<file path="config.mk">
export PLATFORM = sky130hd
export DESIGN_NAME = stump_mem_arbiter_flat
export DESIGN_NICKNAME = d
export VERILOG_FILES = /design/src/rtl/stump_mem_arbiter_pkg.sv /design/src/rtl/stump_mem_arbiter_if.sv /design/src/rtl/stump_wait_counter.sv /design/src/rtl/stump_mem_arbiter.sv /design/src/flat_wrapper.sv
export SDC_FILE = /design/constraint.sdc
export NUM_CORES = 1
export LEC_CHECK = 0
export CAP_MARGIN = 40
export CORE_MARGIN = 3
export CORE_UTILIZATION = 40
export DETAILED_ROUTE_END_ITERATION = 8
export GPL_ROUTABILITY_DRIVEN = 0
export PLACE_DENSITY = 0.9
export RECOVER_POWER = 100
export SETUP_SLACK_MARGIN = 0.3
export SKIP_CTS_REPAIR_TIMING = 1
export SYNTH_ARGS = -nofsm -noshare
export SYNTH_HDL_FRONTEND = slang
export SYNTH_SLANG_ARGS = --single-unit
export TNS_END_PERCENT = 30
</file>
<file path="constraint.sdc">
create_clock -name clk -period 2.1 [get_ports clk]
set_clock_uncertainty 0.15 [all_clocks]
set_input_delay 0.42 -clock clk [delete_from_list [all_inputs] [get_ports clk]]
set_output_delay 0.42 -clock clk [all_outputs]
set_load 0.05 [all_outputs]
</file>
<file path="src/rtl/stump_mem_arbiter_pkg.sv">
// Shared types and helpers for the Stump memory-port arbiter.
package stump_mem_arbiter_pkg;

    // Arbiter FSM states (2-bit encoding).
    typedef enum logic [1:0] {
        ARB_IDLE = 2'b00,
        ARB_CORE = 2'b01,
        ARB_DMA  = 2'b10
    } arb_state_e;

    localparam int unsigned ARB_ADDR_W_DEF = 16;
    localparam int unsigned ARB_DATA_W_DEF = 16;

    // Number of bits needed to hold values 0..max_val (at least 1).
    function automatic int unsigned cnt_width(input int unsigned max_val);
        int unsigned w;
        w = 1;
        while ((w < 31) && ((32'd1 << w) <= max_val)) begin
            w = w + 1;
        end
        return w;
    endfunction

endpackage

</file>
<file path="src/rtl/stump_mem_arbiter_if.sv">
// Bundle of core, DMA and memory-side signals around the arbiter.
// master: requesters and memory model; slave: the arbiter itself.
interface stump_mem_arbiter_if
    import stump_mem_arbiter_pkg::*;
#(
    parameter int unsigned ADDR_W = ARB_ADDR_W_DEF,
    parameter int unsigned DATA_W = ARB_DATA_W_DEF
);
    // core side
    logic              core_req;
    logic              core_wen;
    logic [ADDR_W-1:0] core_addr;
    logic [DATA_W-1:0] core_wdata;
    logic [DATA_W-1:0] core_rdata;
    logic              core_ready;
    // DMA/debug side
    logic              dma_req;
    logic              dma_wen;
    logic [ADDR_W-1:0] dma_addr;
    logic [DATA_W-1:0] dma_wdata;
    logic [DATA_W-1:0] dma_rdata;
    logic              dma_ack;
    // memory side
    logic              mem_ren;
    logic              mem_wen;
    logic [ADDR_W-1:0] mem_addr;
    logic [DATA_W-1:0] mem_wdata;
    logic [DATA_W-1:0] mem_rdata;

    modport master (
        output core_req, core_wen, core_addr, core_wdata,
        input  core_rdata, core_ready,
        output dma_req, dma_wen, dma_addr, dma_wdata,
        input  dma_rdata, dma_ack,
        input  mem_ren, mem_wen, mem_addr, mem_wdata,
        output mem_rdata
    );

    modport slave (
        input  core_req, core_wen, core_addr, core_wdata,
        output core_rdata, core_ready,
        input  dma_req, dma_wen, dma_addr, dma_wdata,
        output dma_rdata, dma_ack,
        output mem_ren, mem_wen, mem_addr, mem_wdata,
        input  mem_rdata
    );

endinterface

</file>
<file path="src/rtl/stump_wait_counter.sv">
// Loadable down-counter with a zero flag; paces memory wait states.
module stump_wait_counter #(
    parameter int unsigned W = 1
) (
    input  logic         clk,
    input  logic         rst_n,
    input  logic         load_i,
    input  logic [W-1:0] load_val_i,
    input  logic         dec_i,
    output logic         zero_o
);

    logic [W-1:0] cnt_q;

    // Load has priority over decrement; decrement stops at zero.
    always_ff @(posedge clk or negedge rst_n) begin
        if (!rst_n) begin
            cnt_q <= '0;
        end else if (load_i) begin
            cnt_q <= load_val_i;
        end else if (dec_i && (cnt_q != '0)) begin
            cnt_q <= cnt_q - 1'b1;
        end
    end

    assign zero_o = (cnt_q == '0);

endmodule

</file>
<file path="src/rtl/stump_mem_arbiter.sv">
// Shares the Stump memory port between the core and a DMA/debug requester.
// Each access lasts WAIT_STATES+1 cycles; arbitration happens in IDLE and on
// the final cycle of an access so back-to-back grants have no bubble.
module stump_mem_arbiter
    import stump_mem_arbiter_pkg::*;
#(
    parameter int unsigned ADDR_W      = 16,
    parameter int unsigned DATA_W      = 16,
    parameter int unsigned WAIT_STATES = 1,
    parameter int unsigned CORE_STREAK = 4
) (
    input  logic          clk,
    input  logic          rst_n,
    stump_mem_arbiter_if.slave bus
);

    localparam int unsigned CNT_W    = cnt_width(WAIT_STATES);
    localparam int unsigned STREAK_W = cnt_width(CORE_STREAK);
    localparam logic [CNT_W-1:0]    WAIT_LOAD  = CNT_W'(WAIT_STATES);
    localparam logic [STREAK_W-1:0] STREAK_MAX = STREAK_W'(CORE_STREAK);

    arb_state_e          state_q;
    logic                op_q;
    logic                ren_q;
    logic                wen_q;
    logic [ADDR_W-1:0]   mem_addr_q;
    logic [DATA_W-1:0]   mem_wdata_q;
    logic [DATA_W-1:0]   dma_rdata_q;
    logic [STREAK_W-1:0] streak_q;
    logic [STREAK_W-1:0] streak_d;

    logic cnt_zero;
    logic in_acc;
    logic arb_point;
    logic grant_dma;
    logic grant_core;
    logic core_final;
    logic dma_final;
    logic cnt_load;
    logic cnt_dec;

    // Arbitration decision and final-cycle decode from registered state.
    always_comb begin
        in_acc     = (state_q != ARB_IDLE);
        arb_point  = !in_acc || cnt_zero;
        grant_dma  = bus.dma_req && (!bus.core_req || (streak_q == STREAK_MAX));
        grant_core = bus.core_req && !grant_dma;
        core_final = (state_q == ARB_CORE) && cnt_zero;
        dma_final  = (state_q == ARB_DMA) && cnt_zero;
        cnt_load   = arb_point && (grant_dma || grant_core);
        cnt_dec    = in_acc && !cnt_zero;
    end

    // Streak of consecutive core grants while DMA waits; saturating.
    always_comb begin
        streak_d = streak_q;
        if (!bus.dma_req) begin
            streak_d = '0;
        end else if (arb_point && grant_dma) begin
            streak_d = '0;
        end else if (arb_point && grant_core && (streak_q != STREAK_MAX)) begin
            streak_d = streak_q + 1'b1;
        end
    end

    stump_wait_counter #(
        .W (CNT_W)
    ) u_wait (
        .clk        (clk),
        .rst_n      (rst_n),
        .load_i     (cnt_load),
        .load_val_i (WAIT_LOAD),
        .dec_i      (cnt_dec),
        .zero_o     (cnt_zero)
    );

    // Arbiter FSM: registers winner's request and drives the memory strobes.
    always_ff @(posedge clk or negedge rst_n) begin
        if (!rst_n) begin
            state_q     <= ARB_IDLE;
            op_q        <= 1'b0;
            ren_q       <= 1'b0;
            wen_q       <= 1'b0;
            mem_addr_q  <= '0;
            mem_wdata_q <= '0;
            dma_rdata_q <= '0;
            streak_q    <= '0;
        end else begin
            streak_q <= streak_d;
            if (dma_final && !op_q) begin
                dma_rdata_q <= bus.mem_rdata;
            end
            if (arb_point) begin
                if (grant_dma) begin
                    state_q     <= ARB_DMA;
                    mem_addr_q  <= bus.dma_addr;
                    mem_wdata_q <= bus.dma_wdata;
                    op_q        <= bus.dma_wen;
                    ren_q       <= !bus.dma_wen;
                    wen_q       <= bus.dma_wen;
                end else if (grant_core) begin
                    state_q     <= ARB_CORE;
                    mem_addr_q  <= bus.core_addr;
                    mem_wdata_q <= bus.core_wdata;
                    op_q        <= bus.core_wen;
                    ren_q       <= !bus.core_wen;
                    wen_q       <= bus.core_wen;
                end else begin
                    state_q <= ARB_IDLE;
                    ren_q   <= 1'b0;
                    wen_q   <= 1'b0;
                end
            end
        end
    end

    assign bus.mem_ren    = ren_q;
    assign bus.mem_wen    = wen_q;
    assign bus.mem_addr   = mem_addr_q;
    assign bus.mem_wdata  = mem_wdata_q;
    assign bus.core_ready = core_final;
    assign bus.core_rdata = core_final ? bus.mem_rdata : '0;
    assign bus.dma_ack    = dma_final;
    assign bus.dma_rdata  = dma_rdata_q;

endmodule

</file>
<file path="src/flat_wrapper.sv">
// flat-port wrapper written by rule: the top's interface ports become plain ports
module stump_mem_arbiter_flat import stump_mem_arbiter_pkg::*;
#(
    parameter int unsigned ADDR_W      = 16,
    parameter int unsigned DATA_W      = 16,
    parameter int unsigned WAIT_STATES = 1,
    parameter int unsigned CORE_STREAK = 4
)
  (clk, rst_n, bus_core_req, bus_core_wen, bus_core_addr, bus_core_wdata, bus_core_rdata, bus_core_ready, bus_dma_req, bus_dma_wen, bus_dma_addr, bus_dma_wdata, bus_dma_rdata, bus_dma_ack, bus_mem_ren, bus_mem_wen, bus_mem_addr, bus_mem_wdata, bus_mem_rdata);
  stump_mem_arbiter_if #(.ADDR_W(ADDR_W), .DATA_W(DATA_W)) bus_i ();
  input  logic clk;
  input  logic rst_n;
  input wire logic [$bits(bus_i.core_req)-1:0] bus_core_req;
  input wire logic [$bits(bus_i.core_wen)-1:0] bus_core_wen;
  input wire logic [$bits(bus_i.core_addr)-1:0] bus_core_addr;
  input wire logic [$bits(bus_i.core_wdata)-1:0] bus_core_wdata;
  output wire logic [$bits(bus_i.core_rdata)-1:0] bus_core_rdata;
  output wire logic [$bits(bus_i.core_ready)-1:0] bus_core_ready;
  input wire logic [$bits(bus_i.dma_req)-1:0] bus_dma_req;
  input wire logic [$bits(bus_i.dma_wen)-1:0] bus_dma_wen;
  input wire logic [$bits(bus_i.dma_addr)-1:0] bus_dma_addr;
  input wire logic [$bits(bus_i.dma_wdata)-1:0] bus_dma_wdata;
  output wire logic [$bits(bus_i.dma_rdata)-1:0] bus_dma_rdata;
  output wire logic [$bits(bus_i.dma_ack)-1:0] bus_dma_ack;
  output wire logic [$bits(bus_i.mem_ren)-1:0] bus_mem_ren;
  output wire logic [$bits(bus_i.mem_wen)-1:0] bus_mem_wen;
  output wire logic [$bits(bus_i.mem_addr)-1:0] bus_mem_addr;
  output wire logic [$bits(bus_i.mem_wdata)-1:0] bus_mem_wdata;
  input wire logic [$bits(bus_i.mem_rdata)-1:0] bus_mem_rdata;
  assign bus_i.core_req = bus_core_req;
  assign bus_i.core_wen = bus_core_wen;
  assign bus_i.core_addr = bus_core_addr;
  assign bus_i.core_wdata = bus_core_wdata;
  assign bus_core_rdata = bus_i.core_rdata;
  assign bus_core_ready = bus_i.core_ready;
  assign bus_i.dma_req = bus_dma_req;
  assign bus_i.dma_wen = bus_dma_wen;
  assign bus_i.dma_addr = bus_dma_addr;
  assign bus_i.dma_wdata = bus_dma_wdata;
  assign bus_dma_rdata = bus_i.dma_rdata;
  assign bus_dma_ack = bus_i.dma_ack;
  assign bus_mem_ren = bus_i.mem_ren;
  assign bus_mem_wen = bus_i.mem_wen;
  assign bus_mem_addr = bus_i.mem_addr;
  assign bus_mem_wdata = bus_i.mem_wdata;
  assign bus_i.mem_rdata = bus_mem_rdata;
  stump_mem_arbiter #(.ADDR_W(ADDR_W), .DATA_W(DATA_W), .WAIT_STATES(WAIT_STATES), .CORE_STREAK(CORE_STREAK)) u_core (.clk(clk), .rst_n(rst_n), .bus(bus_i));
endmodule
</file>
==> qor.yml <==
clocking:
  clk_latency_ns: 0.33
  clockRootBuffer: "clkbuf_8"
  htreeDepth: 3
  clk_pin_slew_ns: 0.07
  cts_sinks: 57
  cts_max_path_buffers: 2
  cts_buffers: 9
  cts_tree: "built"
sta:
  rsz0062_at_grt: "true"
  fmax_ghz: 0.462
  hold_viol: 0
  setup_tns_ns: -0.190
  slew_headroom_pct: 32.2
  setup_viol: 7
  fin_ws_ns: -0.0644
  fin_crit_ns: 2.16
  worstMarginPinSlew_ns: 1.02
  fin_crit_sh_pct: 103
  drv_slew: 0
worst_setup_path:
  worstSetupEndpointType: "output pin"
  crit_slowest_cell: "dfrtp_2"
  path_cells: "nor3b_4 > buf_6 > and2_1 > buf_12"
  cp_max_fo: 9
  crit_required_ns: 1.53
  cp-start-kind: "register"
  cpPeakStageDelay_ns: 0.45
  path_class: "register to output pin"
  critPathArrivalTime_ns: 1.59
synth:
  synthSimpleGateAreaFrac_pct: 7.45
  synthXorXnorAreaFrac_pct: 0
  syn-instance-count: 253
  synth_compound_area_share_pct: 29.0
  synth-edff-count: 0
  yosys.area.top_type: "dfrtp_1"
  synth_nets: 341
  synth_seq_cells: 57
  async_flop_share_pct: 100
  synth_mux_area_share_pct: 7.45
  yosysTopAreaCellShare_pct: 48.8
  ys_top_cells_by_area: "dfrtp_1, a2bb2oi_1, a311oi_1"
  syn_area_per_cell_sq_um: 11.5
  netlist_area_sq_um: 2920
  ys_warn_count: 0
  yosys.area_share.adder_pct: 0.857
  seq_area_frac_synth_pct: 48.8
  synth_top_family_by_area: "compound AO/OA/AOI/OAI gates"
  synth_ff_type: "dfrtp_1"
  ys_types: 36
pwr:
  internal_power_mw: 4.51
  clock_power_share_pct: 11.7
  pwr-share-seq_pct: 23.3
  max-vdd-ir-drop_mv: 0.999
  p_sw_mw: 4.12
  power_per_cell_area_nw_per_um2: 1640
  power.share.combinational_pct: 64.9
  leakagePower_nw: 2.45
  p_sw_share_pct: 47.8
floorplanning:
  initial_core_util_pct: 42.1
  std_cell_rows: 30
  pin_count: 154
  dieArea_sq_um: 8360
  core_region_area_sq_um: 6940
  die_w_um: 91.5
  die_h_um: 91.5
route:
  drt-total-wl_um: 11000
  ant_nets: 0
  first_pass_iters: 5
  first_iter_violations: 244
  top_layer: "met4"
  vias_per_cell: 5.88
  wl_met1_um: 4190
  drt-wirelength-per-cell_um: 21.4
  met3_wirelength_um: 962
  wl_met2_um: 5550
  remaining_drc_errors: 0
  num_vias: 3018
layout:
  fin_cells: 513
  multi_input_area_sq_um: 1430
  final_common_cell: "clkdlybuf4s50_1"
  area_growth_pct: 80.3
  nets: 500
  layout_common_cells: "clkdlybuf4s50_1, dfrtp_1, dlymetal6s2s_1, a2bb2oi_1, o21ai_0"
  antenna_cells: 0
  seq_area_sq_um: 1430
  layout-drive-gt1-share_pct: 26.4
  num-fill-cells: 404
grt:
  grt_pass1_vias: 2946
  grt_use_total_pct: 23.4
  grt_pass1_wl_um: 15500
  grt_remaining_overflow: 0
  antenna_found_initial: 0
  grt_max_degree: 42
placed_design:
  numPortBuffers: 153
  post-dp-hpwl_um: 7220
  dpl.cell_count: 491
job:
  maxCapViolCount: 0
run_status:
  failed_checks: "negative setup slack"
  outcome: "complete, but fails checks"
hold_path:
  hold_path_class: "register to register"
[final timing paths]
| path | from | endpoint | slack, ns | cells past startpoint |
|---|---|---|---|---|
| min in group asynchronous | rst_n | u_core.bus.dma_rdata[7] | 0.62 | 2 |
| setup / recovery | u_core.state_q[1] | bus_core_rdata[6] | -0.06 | 4 |
| setup reg to reg | u_core.u_wait.cnt_q | u_core.bus.dma_rdata[5] | 0.27 | 5 |
| hold reg to reg | u_core.bus.dma_rdata[2] | u_core.bus.dma_rdata[2] | 0.36 | 1 |
| max in group asynchronous | rst_n | u_core.u_wait.cnt_q | 0.40 | 3 |
| hold / removal | u_core.bus.dma_rdata[2] | u_core.bus.dma_rdata[2] | 0.36 | 1 |
[cells by family after synthesis]
group	after synthesis
compound gates	111
fa+ha+maj	2
buf+inv	30
flops	57
mux	16
simple gates	37
[power groups by stage]
stage               Clock [mW]  Combinational [mW]  Sequential (mW)
global route              1.07                5.81             2.06
floorplan                    0                1.78             3.64
detailed placement           0                5.35             2.00
CTS                       1.02                5.36             2.00
finish                    1.01                5.60             2.01
global placement             0                5.23             1.98
[synthesized netlist by cell type, types with 2 or more instances]
cell type   n
nand2_1     7
a311oi_2    2
o21ai_0    31
buf_6       6
inv_1       2
a311oi_1   30
a31oi_1     2
clkbuf_1    8
buf_1       2
o21ai_1     4
o21a_1      2
and2_1     16
dfrtp_1    57
mux2_2      6
a21oi_1     3
nand3_1     6
buf_2       9
a2bb2oi_1  32
ha_1        2
mux2_4     10
[cell type report]
| cell class | count | area share [%] |
|---|---|---|
| Clock inverter | 7 | 1.35 |
| Tap cell | 96 | 2.28 |
| Clock buffer | 9 | 2.35 |
| Inverter | 3 | 0.214 |
| Multi-Input combinational cell | 166 | 27.1 |
| Timing Repair Buffer | 175 | 39.5 |
| Sequential cell | 57 | 27.1 |
[critical path, delay by kind of cell (launching register included)]
family	cells	cell delay [ns]
buffers and inverters	2	0.33
AND/OR/NAND/NOR	2	0.48
flip-flops	1	0.45
[layer usage]
metal  vias up  GRT usage (%)
met1      1469           28.8
met2       213           39.1
met4         0           9.05
met5         -              0
li1       1303              -
met3        33           5.88
[registers in the layout, indices dropped and copies added (netlist names)]
name	cells
u_core.bus.mem_wen	1
u_core.streak_q	3
u_core.bus.mem_wdata	16
u_core.bus.mem_ren	1
u_core.state_q	2
u_core.op_q	1
u_core.bus.dma_rdata	16
u_core.u_wait.cnt_q	1
u_core.bus.mem_addr	16
[per-stage QoR]
step	total power, mW	util, %	cell area, sq um	hold slack, ns	setup WS [ns]
after CTS	8.38	71.6	4970	-0.139	-0.0711
after global routing	8.94	75.9	5270	0.369	-0.0816
after detailed placement	7.35	68.8	4780	0.221	-0.167
final	8.63	75.9	5270	0.357	-0.0644
after global placement	7.21	68.8	4780	0.224	-0.0655
after floorplan	5.42	-	2960	-0.0256	0.101
(Power assumes the default switching activity.)
